File: config.mk
export PLATFORM = sky130hd
export DESIGN_NAME = vgachargen_color_capture
export DESIGN_NICKNAME = d
export VERILOG_FILES = /design/src/rtl/vgachargen_color_capture.sv
export SDC_FILE = /design/constraint.sdc
export NUM_CORES = 1
export LEC_CHECK = 0
export BUFFER_PORTS_ARGS = -buffer_cell sky130_fd_sc_hd__buf_4
export CAP_MARGIN = 20
export CORE_MARGIN = 4
export CORE_UTILIZATION = 59
export CTS_CLUSTER_SIZE = 28
export DETAILED_ROUTE_END_ITERATION = 8
export PLACE_DENSITY = 0.8
export SYNTH_ARGS = -nofsm -noshare
export SYNTH_HDL_FRONTEND = slang
export SYNTH_SLANG_ARGS = --single-unit
File: constraint.sdc
create_clock -name clk_i -period 3.4 [get_ports clk_i]
set_clock_uncertainty 0.15 [all_clocks]
set_input_delay 0.51 -clock clk_i [delete_from_list [all_inputs] [get_ports clk_i]]
set_output_delay 0.51 -clock clk_i [all_outputs]
set_load 0.1 [all_outputs]
File: src/rtl/vgachargen_color_capture.sv
// VGA loopback receiver: recovers raster timing from the sync pins, samples one pixel per
// 8x16 character cell and writes its 4-bit color code back into the color map.
module vgachargen_color_capture #(
  parameter  int unsigned SAMPLE_X           = 4,
  parameter  int unsigned SAMPLE_Y           = 8,
  parameter  int unsigned HD                 = 640,
  parameter  int unsigned HF                 = 16,
  parameter  int unsigned HR                 = 96,
  parameter  int unsigned HB                 = 48,
  parameter  int unsigned VD                 = 480,
  parameter  int unsigned VF                 = 10,
  parameter  int unsigned VR                 = 2,
  parameter  int unsigned VB                 = 33,
  localparam int unsigned BITMAP_H_PIXELS    = 8,
  localparam int unsigned BITMAP_V_PIXELS    = 16,
  localparam int unsigned CH_H_WIDTH         = 7,
  localparam int unsigned CH_V_WIDTH         = 5,
  localparam int unsigned COL_MAP_ADDR_WIDTH = CH_V_WIDTH + CH_H_WIDTH
) (
  input  logic                          clk_i,
  input  logic                          rst_i,
  input  logic                          hsync_n_i,
  input  logic                          vsync_n_i,
  input  logic [11:0]                   rgb_i,
  output logic                          map_we_o,
  output logic [COL_MAP_ADDR_WIDTH-1:0] map_addr_o,
  output logic [3:0]                    map_data_o,
  output logic                          locked_o,
  output logic                          frame_done_o,
  output logic                          bad_color_o,
  output logic                          sync_err_o
);

  localparam int unsigned CW     = 10;
  localparam int unsigned BX_W   = $clog2(BITMAP_H_PIXELS);
  localparam int unsigned BY_W   = $clog2(BITMAP_V_PIXELS);
  localparam int unsigned HTOTAL = HR + HB + HD + HF;
  localparam int unsigned VTOTAL = VR + VB + VD + VF;

  localparam logic [CW-1:0] H_LAST  = CW'(HTOTAL - 1);
  localparam logic [CW-1:0] V_LAST  = CW'(VTOTAL - 1);
  localparam logic [CW-1:0] V_END   = CW'(VTOTAL);
  localparam logic [CW-1:0] H_START = CW'(HR + HB);
  localparam logic [CW-1:0] H_STOP  = CW'(HR + HB + HD);
  localparam logic [CW-1:0] V_START = CW'(VR + VB);
  localparam logic [CW-1:0] V_STOP  = CW'(VR + VB + VD);

  localparam logic [CH_V_WIDTH-1:0] LAST_ROW = CH_V_WIDTH'(VD / BITMAP_V_PIXELS - 1);
  localparam logic [CH_H_WIDTH-1:0] LAST_COL = CH_H_WIDTH'(HD / BITMAP_H_PIXELS - 1);

  localparam logic [1:0] S_SEARCH = 2'd0;
  localparam logic [1:0] S_HLOCK  = 2'd1;
  localparam logic [1:0] S_LOCKED = 2'd2;

  logic        hs_s1, hs_s2, vs_s1, vs_s2;
  logic [11:0] rgb_s1;
  logic [CW-1:0] hcnt_q, hcnt_d, vcnt_q, vcnt_d;
  logic        vpend_q, vpend_d, vpend_eff;
  logic [1:0]  state_q, state_d;

  logic        hfall, vfall;
  logic        h_viol, v_viol, viol;
  logic        h_act, v_act, sample;
  logic [CW-1:0] x, y;
  logic [CH_V_WIDTH-1:0] cell_row;
  logic [CH_H_WIDTH-1:0] cell_col;
  logic        last_cell;
  logic [3:0]  code;
  logic        code_ok;

  // Counters describe the pixel currently held in stage 1, so the sample decision
  // and the registered write land two cycles after the pixel was on rgb_i.
  always_comb begin
    hfall     = hs_s2 & ~hs_s1;
    vfall     = vs_s2 & ~vs_s1;
    vpend_eff = vpend_q | vfall;

    if (hfall)                hcnt_d = '0;
    else if (hcnt_q == H_LAST) hcnt_d = hcnt_q;
    else                      hcnt_d = hcnt_q + CW'(1);

    vcnt_d  = vcnt_q;
    vpend_d = vpend_eff;
    if (hfall) begin
      vpend_d = 1'b0;
      if (vpend_eff)            vcnt_d = '0;
      else if (vcnt_q != V_END) vcnt_d = vcnt_q + CW'(1);
    end
  end

  always_comb begin
    h_viol = (state_q != S_SEARCH) &&
             (hfall ? (hcnt_q != H_LAST) : (hcnt_q == H_LAST));
    v_viol = (state_q == S_LOCKED) && hfall &&
             (vpend_eff ? (vcnt_q != V_LAST) : (vcnt_q == V_LAST));
    viol   = h_viol | v_viol;

    state_d = state_q;
    case (state_q)
      S_SEARCH: if (hfall) state_d = S_HLOCK;
      S_HLOCK: begin
        if (viol)                    state_d = S_SEARCH;
        else if (hfall && vpend_eff) state_d = S_LOCKED;
      end
      S_LOCKED: if (viol) state_d = S_SEARCH;
      default:  state_d = S_SEARCH;
    endcase
  end

  always_comb begin
    x         = hcnt_d - H_START;
    y         = vcnt_d - V_START;
    h_act     = (hcnt_d >= H_START) && (hcnt_d < H_STOP);
    v_act     = (vcnt_d >= V_START) && (vcnt_d < V_STOP);
    cell_row  = CH_V_WIDTH'(y >> BY_W);
    cell_col  = CH_H_WIDTH'(x >> BX_W);
    last_cell = (cell_row == LAST_ROW) && (cell_col == LAST_COL);
    sample    = (state_q == S_LOCKED) && !viol && h_act && v_act &&
                (x[BX_W-1:0] == BX_W'(SAMPLE_X)) &&
                (y[BY_W-1:0] == BY_W'(SAMPLE_Y));
  end

  // Inverse of the palette; black always maps to code 0 even though code 1 also displays black.
  always_comb begin
    code    = '0;
    code_ok = 1'b1;
    case (rgb_s1)
      12'h000: code = 4'h0;
      12'h00d: code = 4'h2;
      12'h00f: code = 4'h3;
      12'hd00: code = 4'h4;
      12'hf00: code = 4'h5;
      12'hd0d: code = 4'h6;
      12'hf0f: code = 4'h7;
      12'h0d0: code = 4'h8;
      12'h0f0: code = 4'h9;
      12'h0dd: code = 4'ha;
      12'h0ff: code = 4'hb;
      12'hdd0: code = 4'hc;
      12'hff0: code = 4'hd;
      12'hddd: code = 4'he;
      12'hfff: code = 4'hf;
      default: code_ok = 1'b0;
    endcase
  end

  always_ff @(posedge clk_i) begin
    if (rst_i) begin
      hs_s1        <= 1'b1;
      hs_s2        <= 1'b1;
      vs_s1        <= 1'b1;
      vs_s2        <= 1'b1;
      rgb_s1       <= '0;
      hcnt_q       <= '0;
      vcnt_q       <= '0;
      vpend_q      <= 1'b0;
      state_q      <= S_SEARCH;
      map_we_o     <= 1'b0;
      map_addr_o   <= '0;
      map_data_o   <= '0;
      locked_o     <= 1'b0;
      frame_done_o <= 1'b0;
      bad_color_o  <= 1'b0;
      sync_err_o   <= 1'b0;
    end else begin
      hs_s1        <= hsync_n_i;
      hs_s2        <= hs_s1;
      vs_s1        <= vsync_n_i;
      vs_s2        <= vs_s1;
      rgb_s1       <= rgb_i;
      hcnt_q       <= hcnt_d;
      vcnt_q       <= vcnt_d;
      vpend_q      <= vpend_d;
      state_q      <= state_d;
      map_we_o     <= sample;
      frame_done_o <= sample & last_cell;
      bad_color_o  <= sample & ~code_ok;
      sync_err_o   <= viol;
      locked_o     <= (state_d == S_LOCKED);
      if (sample) begin
        map_addr_o <= {cell_row, cell_col};
        map_data_o <= code;
      end
    end
  end

endmodule

==> results of run 1 <==
[metal layers]
metal	vias up	GRT usage [%]
li1	1559	-
met4	0	9.78
met2	111	38.3
met3	22	4.95
met5	-	0
met1	1427	28.8
[per-stage QoR]
step                setup WS [ns]  power [mW]
floorplan                   0.304       0.822
global placement            0.210       0.854
detailed placement         0.0973       0.858
CTS                        0.0850        1.51
global route              0.00606        1.55
finish                      0.168        1.50
[where the power goes]
group	total, mW	switching [mW]	internal [mW]
logic	0.107	0.0605	0.0462
clock network	0.654	0.276	0.379
registers	0.737	0.0186	0.719
[final cells by class]
| cell class | count | share of cell area (%) |
|---|---|---|
| Clock buffer | 13 | 3.89 |
| Tap cell | 72 | 2.20 |
| Multi-Input combinational cell | 314 | 52.6 |
| Timing Repair Buffer | 53 | 9.74 |
| Clock inverter | 3 | 1.10 |
| Inverter | 11 | 1.01 |
| Sequential cell | 60 | 29.4 |
[kinds of logic after synthesis]
kind of cell / synth area share, %
flip-flops: 34.1
AO/OA/AOI/OAI: 18.4
multiplexers: 5.87
buffers and inverters: 4.80
XOR/XNOR: 4.23
AND/OR/NAND/NOR: 30.8
adder cells (fa/ha/maj): 1.78
[flip-flops by register name (all words and copies together), names as in the netlist]
name	cells
map_addr_o	12
map_data_o	4
vs_s1	1
locked_o	1
hs_s1	1
vcnt_q	10
state_q	2
hcnt_q	10
rgb_s1	12
vs_s2	1
hs_s2	1
bad_color_o	1
vpend_q	1
frame_done_o	1
sync_err_o	1
map_we_o	1
[worst max-delay path: stages, from the launching register on]
cell	delay, ns
dfxtp_1	0.43
ha_2	0.29
nand4_4	0.19
o21bai_1	0.23
o211ai_1	0.17
ha_1	0.29
a32oi_1	0.15
and3_1	0.24
o311a_4	0.38
o21ai_4	0.20
mux2_2	0.40
[path summary, 6_finish.rpt]
check / from / slack [ns] / cells after the start / to
hold / removal: vsync_n_i / 0.20 / 2 / vs_s1$_SDFF_PP1_
setup reg to reg: hcnt_q[1]$_SDFF_PP0_ / 0.17 / 10 / map_addr_o[2]$_SDFFE_PP0P_
hold reg to reg: map_data_o[3]$_SDFFE_PP0P_ / 0.31 / 2 / map_data_o[3]$_SDFFE_PP0P_
setup / recovery: hcnt_q[1]$_SDFF_PP0_ / 0.17 / 10 / map_addr_o[2]$_SDFFE_PP0P_
[repair_timing]
item	CTS	global route
endpoints found under the setup margin	0	7
resized for setup	0	2
buffers inserted	0	7
[synth_stat cells (2+ instances only)]
| cell type | number |
|---|---|
| a21o_1 | 2 |
| mux2_2 | 5 |
| o21bai_1 | 2 |
| or3_1 | 6 |
| mux2i_1 | 12 |
| or4_4 | 2 |
| and4_1 | 2 |
| o31ai_1 | 4 |
| nand2b_1 | 4 |
| or2_2 | 8 |
| a31oi_1 | 5 |
| o2111ai_1 | 2 |
| and3_1 | 9 |
| or4_1 | 2 |
| a22oi_1 | 2 |
| buf_2 | 8 |
| nand4_1 | 2 |
| a311o_1 | 2 |
| a21oi_1 | 21 |
| o21ai_0 | 17 |
| clkbuf_1 | 7 |
| and2_1 | 4 |
| dfxtp_1 | 60 |
| a211oi_1 | 2 |
| nor2b_1 | 22 |
| buf_4 | 4 |
| mux2_4 | 2 |
| o2bb2ai_1 | 3 |
| nand3_1 | 10 |
| nand3b_1 | 3 |
| xnor2_1 | 10 |
| nor2_1 | 40 |
| xor2_1 | 7 |
| nor4_1 | 10 |
| inv_1 | 10 |
| ha_1 | 5 |
| nand2_1 | 31 |
| o211ai_1 | 7 |
| nor3_1 | 10 |
[layout by cell type (no fill, tap or decap), types with 5 or more instances in the layout]
cell,count
a31oi_1,5
or2_2,8
a21oi_1,21
nor2b_1,22
nor2_1,40
nor3_1,10
or3_1,6
inv_1,10
dfxtp_1,59
nand3_1,10
buf_4,53
o211ai_1,7
mux2_2,5
xor2_1,7
and3_1,9
nand2_1,31
o21ai_0,17
xnor2_1,10
clkbuf_8,11
nor4_1,10
mux2i_1,12
==> results.md, run 1 <==
- Status: completed
- Root Driver: clkbuf_8
- Grt total ovfl: 0
- PwrDens: 367 nW/um2
- Sequential fraction of the synthesis area: 34.1%
- Ant diodes: 0
- Final ANT Viol Nets: 0
- CTS max path bufs: 2
- Core Util, Final: 72.4%
- DR WL met2: 3940 um
- First-pass GRT wire length: 13,600 um
- Top-area cell type share of the netlist area: 34.1%
- Share of cells above drive strength 1: 22.9%
- Drt first pass iters: 7
- Netlist cell types: 81
- RSZ-0062 raised after global routing: no
- FF+latch area: 1200 um2
- Clock Sinks: 60
- Die W: 85.2 um
- Fin crit period: 3.23 ns
- Wire length per cell: 15.5 um
- Area leader, netlist: dfxtp_1
- Largest net degree at the start of global routing: 48
- Port Buffers: 36
- Starting DRT DRC Count: 146
- Ys Warns: 0
- Worst IR drop on VDD: 0.311 mV
- Maximum level of the CTS H-tree: 3
- Critical path endpoint category: flop
- Via Count: 3,119
- Syn avg cell area: 8.67 um2
- Initial antenna violation count: 0
- Placed Cells incl. Taps: 503
- GPL Wtd Cong: 0.947
- Fin area: 4090 um2
- Area of the multi-input gates: 2150 um2
- DRT Wirelength: 8140 um
- Data arrival, critical path: 3.31 ns
- HP Class: in -> reg
- Met1 WL: 3590 um
- TritonCTS Buffers: 9
- Leakage: 1.63 nW
- Hold Slack: 0.201 ns
- Max-cap violations: 0
- Worst Tran Pin Value: 0.633 ns
- Post-CTS Hold Buffers: 0
- Fraction of registers with async set/reset: 0%
- Vias in the first global route: 2,928
- Kind of critical path: reg -> reg
- I/O pin count: 37
- Main synth FF type: dfxtp_1
- Fmax: 309 MHz
- DR vias/cell: 5.93
- Worst skew pair latency: 0.35 ns
- Max Transition Viols Final: 0
- Finished Layout Cells: 526
- Die Y: 85.2 um
- Worst EP required: 3.48 ns
- Final setup fails: 0
- Die area: 7260 um2
- Syn nets: 427
- Synth Instances: 406
- CP Launch Type: flop
- Clock slew at reported path FFs: 0.06 ns
- CTS tree: yes
- Number of flops mapped to enable cells by yosys: 0
- # DRC: 0
- Core area: 5640 um2
- Final net count: 470
- Worst-path fanout max: 15
- Total GRT Usage: 23.1%
- Setup Total Neg Slack: 0 ns
- Initial cell density of the core: 62.4%
- Synth-to-layout area growth: 16.1%
- Fin. Hold Viols: 0
- HPWL after detailed placement: 5940 um
- Synth Register Bits: 60
- Relative slew slack: 57.4%
- Floorplan row count: 27
- Met3 WL: 414 um
- Largest cells by area after synthesis: dfxtp_1 34%, nor2_1 4.3%, nor2b_1 3.9%
- Placed Area: 3830 um2
- Fill count: 437
- Final Cycle Share: 95.1%
- Top layer in use: met4
- Post-Synthesis Cell Area: 3520 um2
No activity file was read; power rests on OpenSTA's default activity.
==> run 2, diff against run 1 <==
CELL_PAD_IN_SITES_DETAIL_PLACEMENT = 0   (was not set)
CELL_PAD_IN_SITES_GLOBAL_PLACEMENT = 1   (was not set)
CORE_UTILIZATION = 40   (was 59)
PLACE_DENSITY = not set   (was 0.8)
PLACE_DENSITY_LB_ADDON = 0.1   (was not set)
==> results.md, run 2 (synthesis results as in run 1) <==
- Met1 usage: 22.1% (was 28.8%)
- PwrDens: 383 nW/um2 (was 367 nW/um2)
- CP Launch Type: flop (unchanged)
- Crit. Startpoint: hcnt_q[0]$_SDFF_PP0_ (was hcnt_q[1]$_SDFF_PP0_)
- Leakage: 1.62 nW (was 1.63 nW)
- Data arrival, critical path: 3.30 ns (was 3.31 ns)
- Die W: 102 um (was 85.2 um)
- Setup Buffers After CTS: 0 (unchanged)
- Fmax: 311 MHz (was 309 MHz)
- Hold Slack: 0.206 ns (was 0.201 ns)
- Final ANT Viol Nets: 0 (unchanged)
- Kind of critical path: reg -> reg (unchanged)
- Status: completed (unchanged)
- Starting DRT DRC Count: 91 (was 146)
- Clock Sinks: 60 (unchanged)
- PostCTS Resize Cnt: 0 (unchanged)
- Wire length per cell: 15.3 um (was 15.5 um)
- R2R Path End: map_addr_o[2]$_SDFFE_PP0P_ (unchanged)
- Setup crit end: map_addr_o[2]$_SDFFE_PP0P_ (unchanged)
- CTS max path bufs: 2 (unchanged)
- Port Buffers: 36 (unchanged)
- Maximum level of the CTS H-tree: 3 (unchanged)
- Worst IR drop on VDD: 0.212 mV (was 0.311 mV)
- Max-cap violations: 0 (unchanged)
- Worst-path fanout max: 13 (was 15)
- Die Y: 102 um (was 85.2 um)
- Worst skew pair latency: 0.34 ns (was 0.35 ns)
- Ant diodes: 0 (unchanged)
- Placed Area: 3870 um2 (was 3830 um2)
- HP Class: in -> reg (unchanged)
- Synth-to-layout area growth: 16.5% (was 16.1%)
- R2R setup slack: 0.19 ns (was 0.17 ns)
- Regs by FF count: map_addr_o (12), rgb_s1 (12) (unchanged)
- Initial cell density of the core: 42.0% (was 62.4%)
- Largest net degree at the start of global routing: 48 (unchanged)
- Clock slew at reported path FFs: 0.08 ns (was 0.06 ns)
- Commonest non-fill, non-tap cells in the layout: 60 x dfxtp_1, 47 x buf_4, 40 x nor2_1 (was 59 x dfxtp_1, 53 x buf_4, 40 x nor2_1)
- Final Cycle Share: 94.5% (was 95.1%)
- Post-CTS Hold Buffers: 0 (unchanged)
- Reg2reg start: hcnt_q[0]$_SDFF_PP0_ (was hcnt_q[1]$_SDFF_PP0_)
- Setup Total Neg Slack: 0 ns (unchanged)
- HPWL after detailed placement: 6320 um (was 5940 um)
- Final net count: 464 (was 470)
- Initial antenna violation count: 0 (unchanged)
- Max Transition Viols Final: 0 (unchanged)
- Floorplan row count: 33 (was 27)
- Reg2Reg Depth: 10 (unchanged)
- Relative slew slack: 57.7% (was 57.4%)
- Grt total ovfl: 0 (unchanged)
- Critical path endpoint category: flop (unchanged)
- TritonCTS Buffers: 9 (unchanged)
- Final setup fails: 0 (unchanged)
- Global Route met2 Usage: 27.8% (was 38.3%)
- Fin area: 4100 um2 (was 4090 um2)
- Commonest non-fill, non-tap cell in the layout: dfxtp_1 (unchanged)
- Core Util, Final: 48.9% (was 72.4%)
- Root Driver: clkbuf_8 (unchanged)
- Total GRT Usage: 17.0% (was 23.1%)
- Fin crit period: 3.21 ns (was 3.23 ns)
- Drt first pass iters: 4 (was 7)
- Fin. Hold Viols: 0 (unchanged)
- Worst EP required: 3.48 ns (about the same)
- # DRC: 0 (unchanged)
- Fill count: 831 (was 437)
- Global routing usage on met3: 3.44% (was 4.95%)
- Core area: 8380 um2 (was 5640 um2)
- RSZ-0062 raised after global routing: no (unchanged)
- First-pass GRT wire length: 13,800 um (was 13,600 um)
- Pre-CTS setup slack: 0.149 ns (was 0.0973 ns)
- DRT Wirelength: 8450 um (was 8140 um)
- Worst Tran Pin Value: 0.629 ns (was 0.633 ns)
- CTS tree: yes (unchanged)
- Via Count: 3,067 (was 3,119)
- Grt peak-use layer: met2 (unchanged)
- GPL Wtd Cong: 0.830 (was 0.947)
- I/O pin count: 37 (unchanged)
- Slack of the critical path: 0.186 ns (was 0.168 ns)
- DR vias/cell: 5.55 (was 5.93)
- Share of cells above drive strength 1: 22.1% (was 22.9%)
- Vias in the first global route: 2,822 (was 2,928)
- Die area: 10,400 um2 (was 7260 um2)
## run 2: stage by stage
step           power, mW  instances
3_3_place_gp       0.858        537
2_1_floorplan      0.822        406
6_report            1.57        553
4_1_cts             1.59        553
5_1_grt             1.64        553
3_5_place_dp       0.859        537
## run 2: final cells by class
class,instances,area [um2],area share [%]
Multi-Input combinational cell,314,2150,52.5
Sequential cell,60,1200,29.3
Timing Repair Buffer,47,353,8.61
Tap cell,105,131,3.20
Clock buffer,9,124,3.02
Clock inverter,7,98.8,2.41
Inverter,11,41.3,1.01
## run 2: critical path: stages, from the launching register on
cell	delay (ns)
dfxtp_1	0.47
ha_2	0.30
nand4_4	0.18
o21bai_1	0.23
o211ai_1	0.14
ha_1	0.27
a32oi_1	0.16
and3_1	0.24
o311a_4	0.38
o21ai_4	0.20
mux2_2	0.39
## run 2: routing by layer
metal | vias to the layer above | wire (um)
met5 | - | 0
met4 | 0 | 172
met3 | 14 | 336
met2 | 65 | 4050
met1 | 1441 | 3890
li1 | 1547 | -
## run 2: worst min path at each step
stage	to	startpoint	cells after the start	slack, ns
floorplan	vs_s2$_SDFF_PP1_	vs_s1$_SDFF_PP1_	1	0.28
global placement	vs_s2$_SDFF_PP1_	vs_s1$_SDFF_PP1_	1	0.29
detailed placement	map_addr_o[6]$_SDFFE_PP0P_	map_addr_o[6]$_SDFFE_PP0P_	2	0.30
CTS	hs_s1$_SDFF_PP1_	hsync_n_i	2	0.19
global route	vs_s1$_SDFF_PP1_	vsync_n_i	2	0.19
finish	vs_s1$_SDFF_PP1_	vsync_n_i	2	0.21
## run 2: power breakdown
part / total (mW) / internal, mW / switching, mW / leakage, nW
Combinational: 0.106 / 0.0454 / 0.0606 / 1.02
Clock: 0.730 / 0.416 / 0.313 / 0.110
Sequential: 0.736 / 0.718 / 0.0187 / 0.488
Total: 1.57 / 1.18 / 0.393 / 1.62
